[src/rtl/mod_m_updown_counter.sv]
// Runtime-programmable modulo-M up/down counter with wrap/one-shot modes, load and terminal ticks.
// Optional modulo-P prescaler on the count enable when MOD_COUNTER_PRESCALE_EN is defined.
module mod_m_updown_counter #(
  parameter int unsigned N         = 8,
  parameter int unsigned M_DEFAULT = 10
`ifdef MOD_COUNTER_PRESCALE_EN
  ,
  parameter int unsigned P         = 4
`endif
) (
  input  logic         clk,
  input  logic         rst,
  input  logic         en,
  input  logic         up,
  input  logic         oneshot,
  input  logic         load,
  input  logic [N-1:0] load_val,
  input  logic         m_wr,
  input  logic [N-1:0] m_in,
  output logic [N-1:0] q,
  output logic [N-1:0] m_cur,
  output logic         max_tick,
  output logic         min_tick,
  output logic         done
);

  logic [N-1:0] m_pend;
  logic         pend_v;
  logic [N-1:0] q_nxt, m_cur_nxt, m_pend_nxt, m_eff;
  logic         pend_v_nxt, done_nxt;
  logic         step, term_up, term_dn;

`ifdef MOD_COUNTER_PRESCALE_EN
  localparam int unsigned PW = (P > 1) ? $clog2(P) : 1;
  logic [PW-1:0] pre, pre_nxt;
  logic          pre_last;

  assign pre_last = (pre == PW'(P - 1));

  // Prescaler restarts on load so the first post-load step is a full P cycles away.
  always_comb begin
    pre_nxt = pre;
    if (load)
      pre_nxt = '0;
    else if (en)
      pre_nxt = pre_last ? '0 : pre + PW'(1);
  end

  always_ff @(posedge clk) begin
    if (rst) pre <= '0;
    else     pre <= pre_nxt;
  end
`else
  logic pre_last;
  assign pre_last = 1'b1;
`endif

  // Modulus in effect after this edge if a wrap or load applies the pending value.
  assign m_eff   = pend_v ? m_pend : m_cur;
  assign term_up = (q == m_cur - N'(1));
  assign term_dn = (q == '0);
  assign step    = en & ~done & ~load & pre_last;

  assign max_tick = step & up & term_up;
  assign min_tick = step & ~up & term_dn;

  always_comb begin
    q_nxt      = q;
    m_cur_nxt  = m_cur;
    m_pend_nxt = m_pend;
    pend_v_nxt = pend_v;
    done_nxt   = done;

    if (load) begin
      m_cur_nxt  = m_eff;
      pend_v_nxt = 1'b0;
      done_nxt   = 1'b0;
      q_nxt      = (load_val > m_eff - N'(1)) ? m_eff - N'(1) : load_val;
    end else if (step) begin
      if (up ? term_up : term_dn) begin
        if (oneshot) begin
          done_nxt = 1'b1;
        end else begin
          m_cur_nxt  = m_eff;
          pend_v_nxt = 1'b0;
          q_nxt      = up ? '0 : m_eff - N'(1);
        end
      end else begin
        q_nxt = up ? q + N'(1) : q - N'(1);
      end
    end

    // A fresh write lands after any apply above, so it stays pending for the next event.
    if (m_wr && (m_in >= N'(2))) begin
      m_pend_nxt = m_in;
      pend_v_nxt = 1'b1;
    end
  end

  always_ff @(posedge clk) begin
    if (rst) begin
      q      <= '0;
      m_cur  <= N'(M_DEFAULT);
      m_pend <= '0;
      pend_v <= 1'b0;
      done   <= 1'b0;
    end else begin
      q      <= q_nxt;
      m_cur  <= m_cur_nxt;
      m_pend <= m_pend_nxt;
      pend_v <= pend_v_nxt;
      done   <= done_nxt;
    end
  end

endmodule

[config.mk]
export PLATFORM = sky130hd
export DESIGN_NAME = mod_m_updown_counter
export DESIGN_NICKNAME = d
export VERILOG_FILES = /design/src/rtl/mod_m_updown_counter.sv
export SDC_FILE = /design/constraint.sdc
export NUM_CORES = 1
export LEC_CHECK = 0
export ABC_AREA = 1
export BUFFER_PORTS_ARGS = -buffer_cell sky130_fd_sc_hd__buf_2
export CORE_MARGIN = 1.5
export CORE_UTILIZATION = 53
export CTS_BUF_LIST = sky130_fd_sc_hd__clkbuf_8
export CTS_CLUSTER_DIAMETER = 200
export DETAILED_ROUTE_END_ITERATION = 6
export PLACE_DENSITY = 0.85
export SLEW_MARGIN = 20
export SYNTH_ARGS = -nofsm -noshare
export SYNTH_HDL_FRONTEND = slang
export SYNTH_SLANG_ARGS = --single-unit
[constraint.sdc]
create_clock -name clk -period 2.1 [get_ports clk]
set_input_delay 0.42 -clock clk [delete_from_list [all_inputs] [get_ports clk]]
set_output_delay 0.42 -clock clk [all_outputs]
set_load 0.01 [all_outputs]
==> results.sh, run 1 <==
export IMPL_grt_use_total=0.342
export IMPL_status="finished, violations left"
export IMPL_viasPerCell=6.19
export IMPL_synth_compound_area_frac=0.157
export IMPL_path_max_fanout=8
export IMPL_slew_viol_final=0
export IMPL_ir_drop_mv=0.412
export IMPL_synth_largest_area_cell="dfxtp_1"
export IMPL_io_buffers=41
export IMPL_synth_fp_nets=405
export IMPL_failed_checks="design-rule violations, negative setup slack"
export IMPL_p_per_area_nw_per_um2=635
export IMPL_numCtsBuffers=3
export IMPL_area_growth_synth_to_final_pct=48.1
export IMPL_yosys_warnings=0
export IMPL_synth_top_area_share=0.201
export IMPL_synthCells=367
export IMPL_die_y_microns=73.0
export IMPL_first_iter_violations=581
export IMPL_ys_async_sr_fraction=0
export IMPL_clock_skew_ns=0.0123
export IMPL_ys_ff_latch=26
export IMPL_cpLargestDelayFamily="simple AND/OR/NAND/NOR gates"
export IMPL_die_width_microns=73.0
export IMPL_finalCritPeriodShare=1.28
export IMPL_start_util=0.549
export IMPL_stdcell_area_sq_um=3840
export IMPL_hold_ws_ns=0.363
export IMPL_total_power_w=0.00244
export IMPL_grt_first_pass_wirelength_mm=14.1
export IMPL_syn_area_sq_um=2590
export IMPL_layout_nets=519
export IMPL_syn_avg_cell_area_sq_um=7.07
export IMPL_synth_xor_area_frac=0.0694
export IMPL_routedWlPerCell_microns=20.3
export IMPL_dp_hpwl_mm=5.96
export IMPL_synthAdderAreaFrac=0.0752
export IMPL_ios=42
export IMPL_rsz0062_at_grt="true"
export IMPL_cts_root_buffer="clkbuf_8"
export IMPL_fillers=242
export IMPL_crit_slowest_cell="dfxtp_2"
export IMPL_dominantRegCellSynth="dfxtp_1"
export IMPL_path_buf_inv=2
export IMPL_cts_tree="yes"
export IMPL_muxShareOfSynthArea=0.00386
export IMPL_place_gp_congestion=0.923
export IMPL_dieArea_sq_um=5320
export IMPL_fin_crit_ns=2.69
export IMPL_fmax_mhz=371
export IMPL_synth_top_family_by_area="simple AND/OR/NAND/NOR gates"
export IMPL_synthTopCellsByArea="dfxtp_1 (20%), nand2_1 (10%), ha_1 (6.8%)"
export IMPL_synth_simple_gate_area_frac=0.399
export IMPL_grt_max_degree=20
export IMPL_antenna_left=0
export IMPL_fin_cells=547
export IMPL_clkTransAtPathRegs_ns=0.10
export IMPL_core_sq_um=4720
export IMPL_crit_arrival_ns=2.87
export IMPL_insertion_delay_ns=0.29
export IMPL_rows=25
export IMPL_crit_chain="buf_6, nand2_4, o21ai_4, inv_2, ha_4, nor2_1, nor2_2, ha_1, nand2_1, nor2_2, nand4_4, nand2_8, o21ai_2, nor2_1, nor2_1"
export IMPL_synth_seq_area_share=0.201
export IMPL_synth_distinct_cells=45
export IMPL_hold_class="in2reg"
export IMPL_antenna_found_initial=0
export IMPL_synth_edf_count=0
export IMPL_grt_overflow=0
export IMPL_required_ns=2.28
export IMPL_htreeDepth=1
export IMPL_crit_type="reg2reg"
export IMPL_first_global_vias=3031
export IMPL_crit_path_end_kind="register"
export IMPL_first_pass_iters=7
export IMPL_num_antenna_cells=0
export IMPL_vias=3386
export IMPL_crit_top_cell="nor2_1"
export IMPL_max_stage_delay_ns=0.36
export IMPL_setup_viol=19
export IMPL_clockBufferDepth=2
export IMPL_dpl_cell_count=521
export IMPL_post_synth_top_count_cell="nand2_1"
export IMPL_p_leak_nw=1.88
export IMPL_max_slew_worst_pin_slew_ns=0.631
export IMPL_drive_gt1_frac=0.475
export IMPL_slew_headroom=0.579
export IMPL_cts_sinks=26
export IMPL_cap_viol_max_count=0
export IMPL_synthTopCellsByCount="nand2_1 (69), inv_1 (40), nand3_1 (35)"
export IMPL_layout_setup_ws_ns=-0.593
export IMPL_cp_start_kind="register"
export IMPL_routed_wl_mm=11.1
export IMPL_drc=1
export IMPL_place_area_sq_um=3310
export IMPL_hold_viol=0
## per-layer routing
metal / track usage / share of wire / vias to the layer above
li1: - / - / 1438
met1: 0.410 / 0.36 / 1535
met2: 0.593 / 0.45 / 299
met3: 0.0497 / 0.10 / 114
met4: 0.176 / 0.088 / 0
met5: 0 / 0 / -
## worst min-delay path, stage by stage
cell and delay [ns]:
buf_2 0.08, nor2_1 0.04, nor2_1 0.09
## flip-flops by register name, summed over array words and instances (netlist names)
| name | flops |
|---|---|
| m_cur | 8 |
| m_pend | 8 |
| q | 8 |
| done | 1 |
| pend_v | 1 |
## cell usage in the layout (no fill, tap or decap), drive strengths merged, types with 3 or more instances in the layout
| cell type | n |
|---|---|
| buf | 116 |
| nand2 | 97 |
| inv | 47 |
| nand3 | 43 |
| a21oi | 38 |
| nor2 | 29 |
| dfxtp | 26 |
| o21ai | 22 |
| ha | 14 |
| xor2 | 13 |
| nand4 | 7 |
| xnor2 | 5 |
| clkbuf | 4 |
| or2 | 4 |
| nor3 | 3 |
| nor4 | 3 |
## what timing repair did
| item | CTS | global route |
|---|---|---|
| endpoints found under the hold margin | 0 | 0 |
| hold buffers | 0 | 0 |
| resized for setup | 23 | 42 |
| endpoints found under the setup margin | 17 | 19 |
| pin swaps | 9 | 26 |
| setup buffers | 9 | 11 |
| gates cloned | 3 | 0 |
## area by class of cell
cell class / count / area, sq um / share of cell area
multi-input cells: 287 / 2160 / 0.563
well taps: 67 / 83.8 / 0.0218
clock buffers: 4 / 55.1 / 0.0143
repair buffers: 116 / 820 / 0.213
inverters: 47 / 191 / 0.0498
flip-flops and latches: 26 / 528 / 0.137
## power by group
part | internal (W) | switching [W] | total [W]
clock network | 0.000169 | 0.000175 | 0.000343
logic | 0.000620 | 0.000862 | 0.00148
registers | 0.000544 | 0.0000706 | 0.000614
## cell families after synthesis
| family | Yosys count |
|---|---|
| AOI/OAI and AO/OA | 66 |
| xor gates and xnor gates | 19 |
| adders and majority gates | 15 |
| buffers and inverters | 57 |
| DFF | 26 |
| muxes | 1 |
| and+or+nand+nor | 183 |
## path summary, 6_finish.rpt
check | cells after the start | to | from | slack (ns)
setup / recovery | 15 | q[2]$_SDFFE_PP0P_ | pend_v$_SDFFE_PP0P_ | -0.59
hold / removal | 3 | m_pend[0]$_SDFFE_PP0P_ | m_in[0] | 0.36
setup reg to reg | 15 | q[2]$_SDFFE_PP0P_ | pend_v$_SDFFE_PP0P_ | -0.59
hold reg to reg | 2 | m_pend[5]$_SDFFE_PP0P_ | m_pend[5]$_SDFFE_PP0P_ | 0.48
## per-stage QoR
stage	utilization	worst slack (ns)	setup TNS, ns
detailed placement	0.702	-0.355	-3.47
CTS	0.755	-0.334	-2.93
finish	0.814	-0.593	-5.90
global route	0.814	-0.646	-7.78
global placement	0.702	-0.290	-2.65
floorplan	-	-0.151	-1.20
(Power assumes the default switching activity.)
==> run 2: changes to the inputs <==
Settings changed: CTS_BUF_LIST sky130_fd_sc_hd__clkbuf_8 to sky130_fd_sc_hd__clkbuf_4.
==> run 2 against run 1 <==
Net effect:
- the run ends with negative setup slack left
- global-route usage down 1.9 points
- sequential share of layout area up 0.32 points
- final area down 2.2%
- largest cell class unchanged
- largest power group unchanged
- sequential power down 1%
- setup slack worse by 0.077 ns
- critical path type unchanged
- combinational power about the same
- critical path depth up 2
- highest routed layer unchanged
- via count down 1.6%
- clock skew up 0.0034 ns
==> results.sh, run 2 (synthesis results as in run 1) <==
export IMPL_fillers=261
export IMPL_layout_setup_ws_ns=-0.669
export IMPL_viasPerCell=6.13
export IMPL_crit_type="reg2reg"
export IMPL_core_sq_um=4720
export IMPL_clock_skew_ns=0.0158
export IMPL_grt_first_pass_wirelength_mm=13.3
export IMPL_final_cell_mix="buf_4 (65), nand2_1 (61), buf_2 (41)"
export IMPL_io_buffers=41
export IMPL_fin_cells=544
export IMPL_drc=0
export IMPL_largestRegisters="m_cur: 8 flops, m_pend: 8 flops, q: 8 flops"
export IMPL_failed_checks="negative setup slack"
export IMPL_ir_drop_mv=0.353
export IMPL_regToRegSetupSlack_ns=-0.67
export IMPL_cpLargestDelayFamily="simple AND/OR/NAND/NOR gates"
export IMPL_rsz0062_at_grt="true"
export IMPL_max_stage_delay_ns=0.36
export IMPL_total_power_w=0.00229
export IMPL_p_leak_nw=1.83
export IMPL_holdPathEnd="m_pend[0]$_SDFFE_PP0P_"
export IMPL_rows=25
export IMPL_hold_viol=0
export IMPL_drive_gt1_frac=0.470
export IMPL_holdPathStages=3
export IMPL_reg2reg_from="pend_v$_SDFFE_PP0P_"
export IMPL_min_from="m_in[0]"
export IMPL_dp_hpwl_mm=5.96
export IMPL_hold_class="in2reg"
export IMPL_routed_wl_mm=10.2
export IMPL_slew_headroom=0.567
export IMPL_required_ns=2.33
export IMPL_cap_viol_max_count=0
export IMPL_antenna_found_initial=0
export IMPL_crit_path_end_kind="register"
export IMPL_p_per_area_nw_per_um2=610
export IMPL_first_iter_violations=443
export IMPL_num_antenna_cells=0
export IMPL_cts_sinks=26
export IMPL_hold_buffers=0
export IMPL_status="finished, violations left"
export IMPL_start_util=0.549
export IMPL_max_slew_worst_pin_slew_ns=0.648
export IMPL_fin_crit_ns=2.77
export IMPL_clkTransAtPathRegs_ns=0.14
export IMPL_path_buf_inv=3
export IMPL_vias=3333
export IMPL_rr_worst_depth=17
export IMPL_place_gp_congestion=0.923
export IMPL_cts_root_buffer="clkbuf_4"
export IMPL_crit_chain="buf_6, inv_8, nand2_4, nand2_4, nand2_4, nor2_4, buf_4, xor2_1, ha_1, a21oi_1, o21ai_2, nand3_4, nand2_8, nand2_8, o21ai_2, nor2_1, nor2_1"
export IMPL_dieArea_sq_um=5320
export IMPL_first_global_vias=2906
export IMPL_first_pass_iters=7
export IMPL_die_y_microns=73.0
export IMPL_clockBufferDepth=2
export IMPL_path_max_fanout=8
export IMPL_slew_viol_final=0
export IMPL_routedWlPerCell_microns=18.8
export IMPL_ios=42
export IMPL_crit_arrival_ns=3.00
export IMPL_fmax_mhz=361
export IMPL_htreeDepth=1
export IMPL_insertion_delay_ns=0.34
export IMPL_numCtsBuffers=3
export IMPL_mostFrequentLayoutCell="buf_4"
export IMPL_worst_r2r_endpoint="q[2]$_SDFFE_PP0P_"
export IMPL_grt_max_degree=20
export IMPL_seq_area_sq_um=528
export IMPL_setup_viol=19
export IMPL_multiInputGateArea_sq_um=2150
export IMPL_grt_overflow=0
export IMPL_cp_start_kind="register"
export IMPL_layout_nets=516
export IMPL_die_width_microns=73.0
export IMPL_finalCritPeriodShare=1.32
export IMPL_post_place_ws_ns=-0.355
export IMPL_crit_slowest_cell="dfxtp_2"
export IMPL_grt_use_total=0.323
export IMPL_cts_tree="yes"
export IMPL_area_growth_synth_to_final_pct=44.7
export IMPL_dpl_cell_count=521
export IMPL_antenna_left=0
export IMPL_crit_top_cell="nand2_4"
## run 2: layer usage
| layer | share of wire | global-route usage | up-vias |
|---|---|---|---|
| li1 | - | - | 1442 |
| met5 | 0 | 0 | - |
| met2 | 0.47 | 0.564 | 297 |
| met3 | 0.11 | 0.0359 | 88 |
| met1 | 0.36 | 0.400 | 1506 |
| met4 | 0.069 | 0.145 | 0 |
## run 2: stage by stage
stage / area (sq um) / util / TNS (ns) / hold WS (ns)
after global routing: 3760 / 0.795 / -7.53 / 0.311
after global placement: 3310 / 0.702 / -2.65 / 0.457
after floorplan: 2660 / - / -1.20 / 0.436
final: 3760 / 0.795 / -6.06 / 0.300
after CTS: 3560 / 0.753 / -3.09 / 0.316
after detailed placement: 3310 / 0.702 / -3.47 / 0.464
## run 2: worst max path at each step
stage,end,cells past startpoint,startpoint,slack (ns)
floorplan,q[1]$_SDFFE_PP0P_,16,pend_v$_SDFFE_PP0P_,-0.15
global placement,q[7]$_SDFFE_PP0P_,17,pend_v$_SDFFE_PP0P_,-0.29
detailed placement,q[4]$_SDFFE_PP0P_,18,pend_v$_SDFFE_PP0P_,-0.35
CTS,q[2]$_SDFFE_PP0P_,17,pend_v$_SDFFE_PP0P_,-0.38
global route,q[2]$_SDFFE_PP0P_,16,pend_v$_SDFFE_PP0P_,-0.74
finish,q[2]$_SDFFE_PP0P_,17,pend_v$_SDFFE_PP0P_,-0.67
## run 2: repair_timing
item	CTS	global route
hold endpoints to repair	0	0
resized for setup	32	34
pin swaps	15	29
endpoints found under the setup margin	18	19
setup buffers	10	7
cloned	3	0
## run 2: report_power, final
| part | leakage (nW) | total, W | internal [W] | switching, W |
|---|---|---|---|---|
| Sequential | 0.217 | 0.000608 | 0.000544 | 0.0000638 |
| Combinational | 1.59 | 0.00146 | 0.000614 | 0.000847 |
| Clock | 0.0154 | 0.000223 | 0.0000702 | 0.000153 |
## run 2: area by class of cell
cell class                      count  share of cell area
Inverter                           47              0.0503
Clock inverter                      1            0.000999
Multi-Input combinational cell    287               0.572
Sequential cell                    26               0.141
Clock buffer                        3             0.00600
Tap cell                           67              0.0223
Timing Repair Buffer              113               0.208
## run 2: tightest hold or removal path, stage by stage
cell    delay [ns]
buf_2         0.08
nor2_1        0.03
nor2_1        0.09
==> run 3: changes to the inputs <==
Settings changed: CTS_BUF_LIST sky130_fd_sc_hd__clkbuf_4 to sky130_fd_sc_hd__clkbuf_2.
==> run 3 against run 2 <==
Net effect:
- the flow finishes with violations (design-rule violations, negative setup slack)
- cell count unchanged
- combinational power about the same
- power down 0.87%
- clock skew up 0.013 ns
- via count down 0.72%
- utilization up 0.40 points
- sequential power up 0.8%
- register-to-register slack better by 0.04 ns
- non-clock buffer count unchanged
- final area up 0.50%
- clock power down 12%
- die area unchanged
- critical path type unchanged
- highest routed layer unchanged
==> results.sh, run 3 (synthesis results as in run 1) <==
export IMPL_status="finished, violations left"
export IMPL_failed_checks="design-rule violations, negative setup slack"
export IMPL_stdcell_area_sq_um=3770
export IMPL_largestRegisters="m_cur: 8 flops, m_pend: 8 flops, q: 8 flops"
export IMPL_drive_gt1_frac=0.472
export IMPL_cts_sinks=26
export IMPL_max_slew_worst_pin_slew_ns=0.607
export IMPL_p_per_area_nw_per_um2=602
export IMPL_grt_first_pass_wirelength_mm=13.5
export IMPL_grt_use_total=0.329
export IMPL_die_width_microns=73.0
export IMPL_hold_class="in2reg"
export IMPL_worst_r2r_endpoint="q[7]$_SDFFE_PP0P_"
export IMPL_hold_ws_ns=0.245
export IMPL_start_util=0.549
export IMPL_mostFrequentLayoutCell="buf_4"
export IMPL_slew_headroom=0.595
export IMPL_finish_utilization=0.799
export IMPL_insertion_delay_ns=0.39
export IMPL_cap_viol_max_count=0
export IMPL_dieArea_sq_um=5320
export IMPL_fmax_mhz=367
export IMPL_htreeDepth=1
export IMPL_place_gp_congestion=0.923
export IMPL_ir_drop_mv=0.540
export IMPL_reg2reg_from="pend_v$_SDFFE_PP0P_"
export IMPL_drc=36
export IMPL_routed_wl_mm=10.4
export IMPL_rr_worst_depth=16
export IMPL_clock_skew_ns=0.0283
export IMPL_rsz0062_at_grt="true"
export IMPL_clkTransAtPathRegs_ns=0.25
export IMPL_crit_type="reg2reg"
export IMPL_dp_hpwl_mm=5.96
export IMPL_area_growth_synth_to_final_pct=45.5
export IMPL_crit_arrival_ns=3.04
export IMPL_setup_viol=20
export IMPL_rows=25
export IMPL_place_area_sq_um=3310
export IMPL_final_cell_mix="buf_4 (65), nand2_1 (60), buf_2 (41)"
export IMPL_holdPathEnd="m_pend[0]$_SDFFE_PP0P_"
export IMPL_min_from="m_in[0]"
export IMPL_first_iter_violations=403
export IMPL_die_y_microns=73.0
export IMPL_layout_setup_ws_ns=-0.626
export IMPL_routedWlPerCell_microns=19.2
export IMPL_viasPerCell=6.08
export IMPL_layout_nets=516
export IMPL_grt_max_degree=20
export IMPL_fin_crit_ns=2.73
export IMPL_core_sq_um=4720
export IMPL_path_max_fanout=8
export IMPL_total_power_w=0.00227
export IMPL_cts_root_buffer="clkbuf_2"
export IMPL_finalCritPeriodShare=1.30
export IMPL_hold_buffers=0
export IMPL_p_leak_nw=1.83
export IMPL_post_place_ws_ns=-0.355
export IMPL_io_buffers=41
export IMPL_antenna_left=0
export IMPL_crit_path_end_kind="register"
export IMPL_first_pass_iters=7
export IMPL_holdPathStages=3
export IMPL_clockBufferDepth=2
export IMPL_grt_overflow=0
export IMPL_numCtsBuffers=3
export IMPL_num_antenna_cells=0
export IMPL_vias=3309
export IMPL_ios=42
export IMPL_cp_start_kind="register"
export IMPL_cts_tree="yes"
export IMPL_antenna_found_initial=0
export IMPL_regToRegSetupSlack_ns=-0.63
export IMPL_hold_viol=0
export IMPL_first_global_vias=2896
export IMPL_slew_viol_final=0
export IMPL_required_ns=2.42
==> run 3: changes by cell type in the layout (fill, tap and decap cells not counted), moves of 2 or more <==
cell and change:
o21ai_1 -2, clkbuf_4 -3, nand3_1 -2, o21ai_2 -2, clkbuf_2 +3, o21ai_0 +4
==> run 3: through the flow <==
step | TNS (ns) | instances
5_1_grt | -8.33 | 544
3_5_place_dp | -3.47 | 521
4_1_cts | -4.04 | 537
6_report | -6.21 | 544
2_1_floorplan | -1.20 | 367
3_3_place_gp | -2.65 | 521
==> run 3: worst max-delay path by stage <==
| stage | startpoint | slack [ns] | cells past startpoint | to |
|---|---|---|---|---|
| finish | pend_v$_SDFFE_PP0P_ | -0.63 | 16 | q[7]$_SDFFE_PP0P_ |
| global route | pend_v$_SDFFE_PP0P_ | -0.74 | 16 | q[2]$_SDFFE_PP0P_ |
| global placement | pend_v$_SDFFE_PP0P_ | -0.29 | 17 | q[7]$_SDFFE_PP0P_ |
| floorplan | pend_v$_SDFFE_PP0P_ | -0.15 | 16 | q[1]$_SDFFE_PP0P_ |
| CTS | m_cur[1]$_SDFFE_PP1P_ | -0.41 | 11 | max_tick |
| detailed placement | pend_v$_SDFFE_PP0P_ | -0.35 | 18 | q[4]$_SDFFE_PP0P_ |
==> run 3: worst max-delay path, cell delays in order, from the launching register on <==
cell and delay, ns:
dfxtp_2 0.40, buf_6 0.14, inv_8 0.05, or2_1 0.22
o21ai_2 0.11, nand4_1 0.17, xor2_2 0.22, inv_2 0.09
ha_4 0.28, nand2_4 0.06, nor2_8 0.16, nand3_4 0.13
nand2_8 0.13, nand2_8 0.09, nand2_2 0.09, nand3_2 0.10
a21oi_2 0.19
==> run 3: power breakdown <==
part	total, W	switching, W	internal [W]
logic	0.00146	0.000846	0.000617
clock network	0.000196	0.000154	0.0000412
registers	0.000613	0.0000679	0.000545
==> run 3: metal layers <==
metal / track usage / share of wire / up-vias
met3: 0.0497 / 0.11 / 86
met4: 0.153 / 0.067 / 0
met1: 0.397 / 0.37 / 1512
met2: 0.574 / 0.46 / 279
li1: - / - / 1432
met5: 0 / 0 / -
==> run 3: final cells by class <==
cell class,instances,area [sq um]
repair buffers,113,790
fillers,264,948
clock inverters,1,3.75
inverters,47,189
well taps,67,83.8
flip-flops and latches,26,531
clock buffers,3,15.0
multi-input cells,287,2160
==> run 3: what timing repair did <==
| item | 4_1_cts | 5_1_grt |
|---|---|---|
| gates cloned | 3 | 0 |
| gates resized for setup | 26 | 36 |
| setup buffers | 9 | 7 |
| pin swaps | 9 | 22 |
| endpoints found under the setup margin | 19 | 20 |
| endpoints found under the hold margin | 0 | 0 |
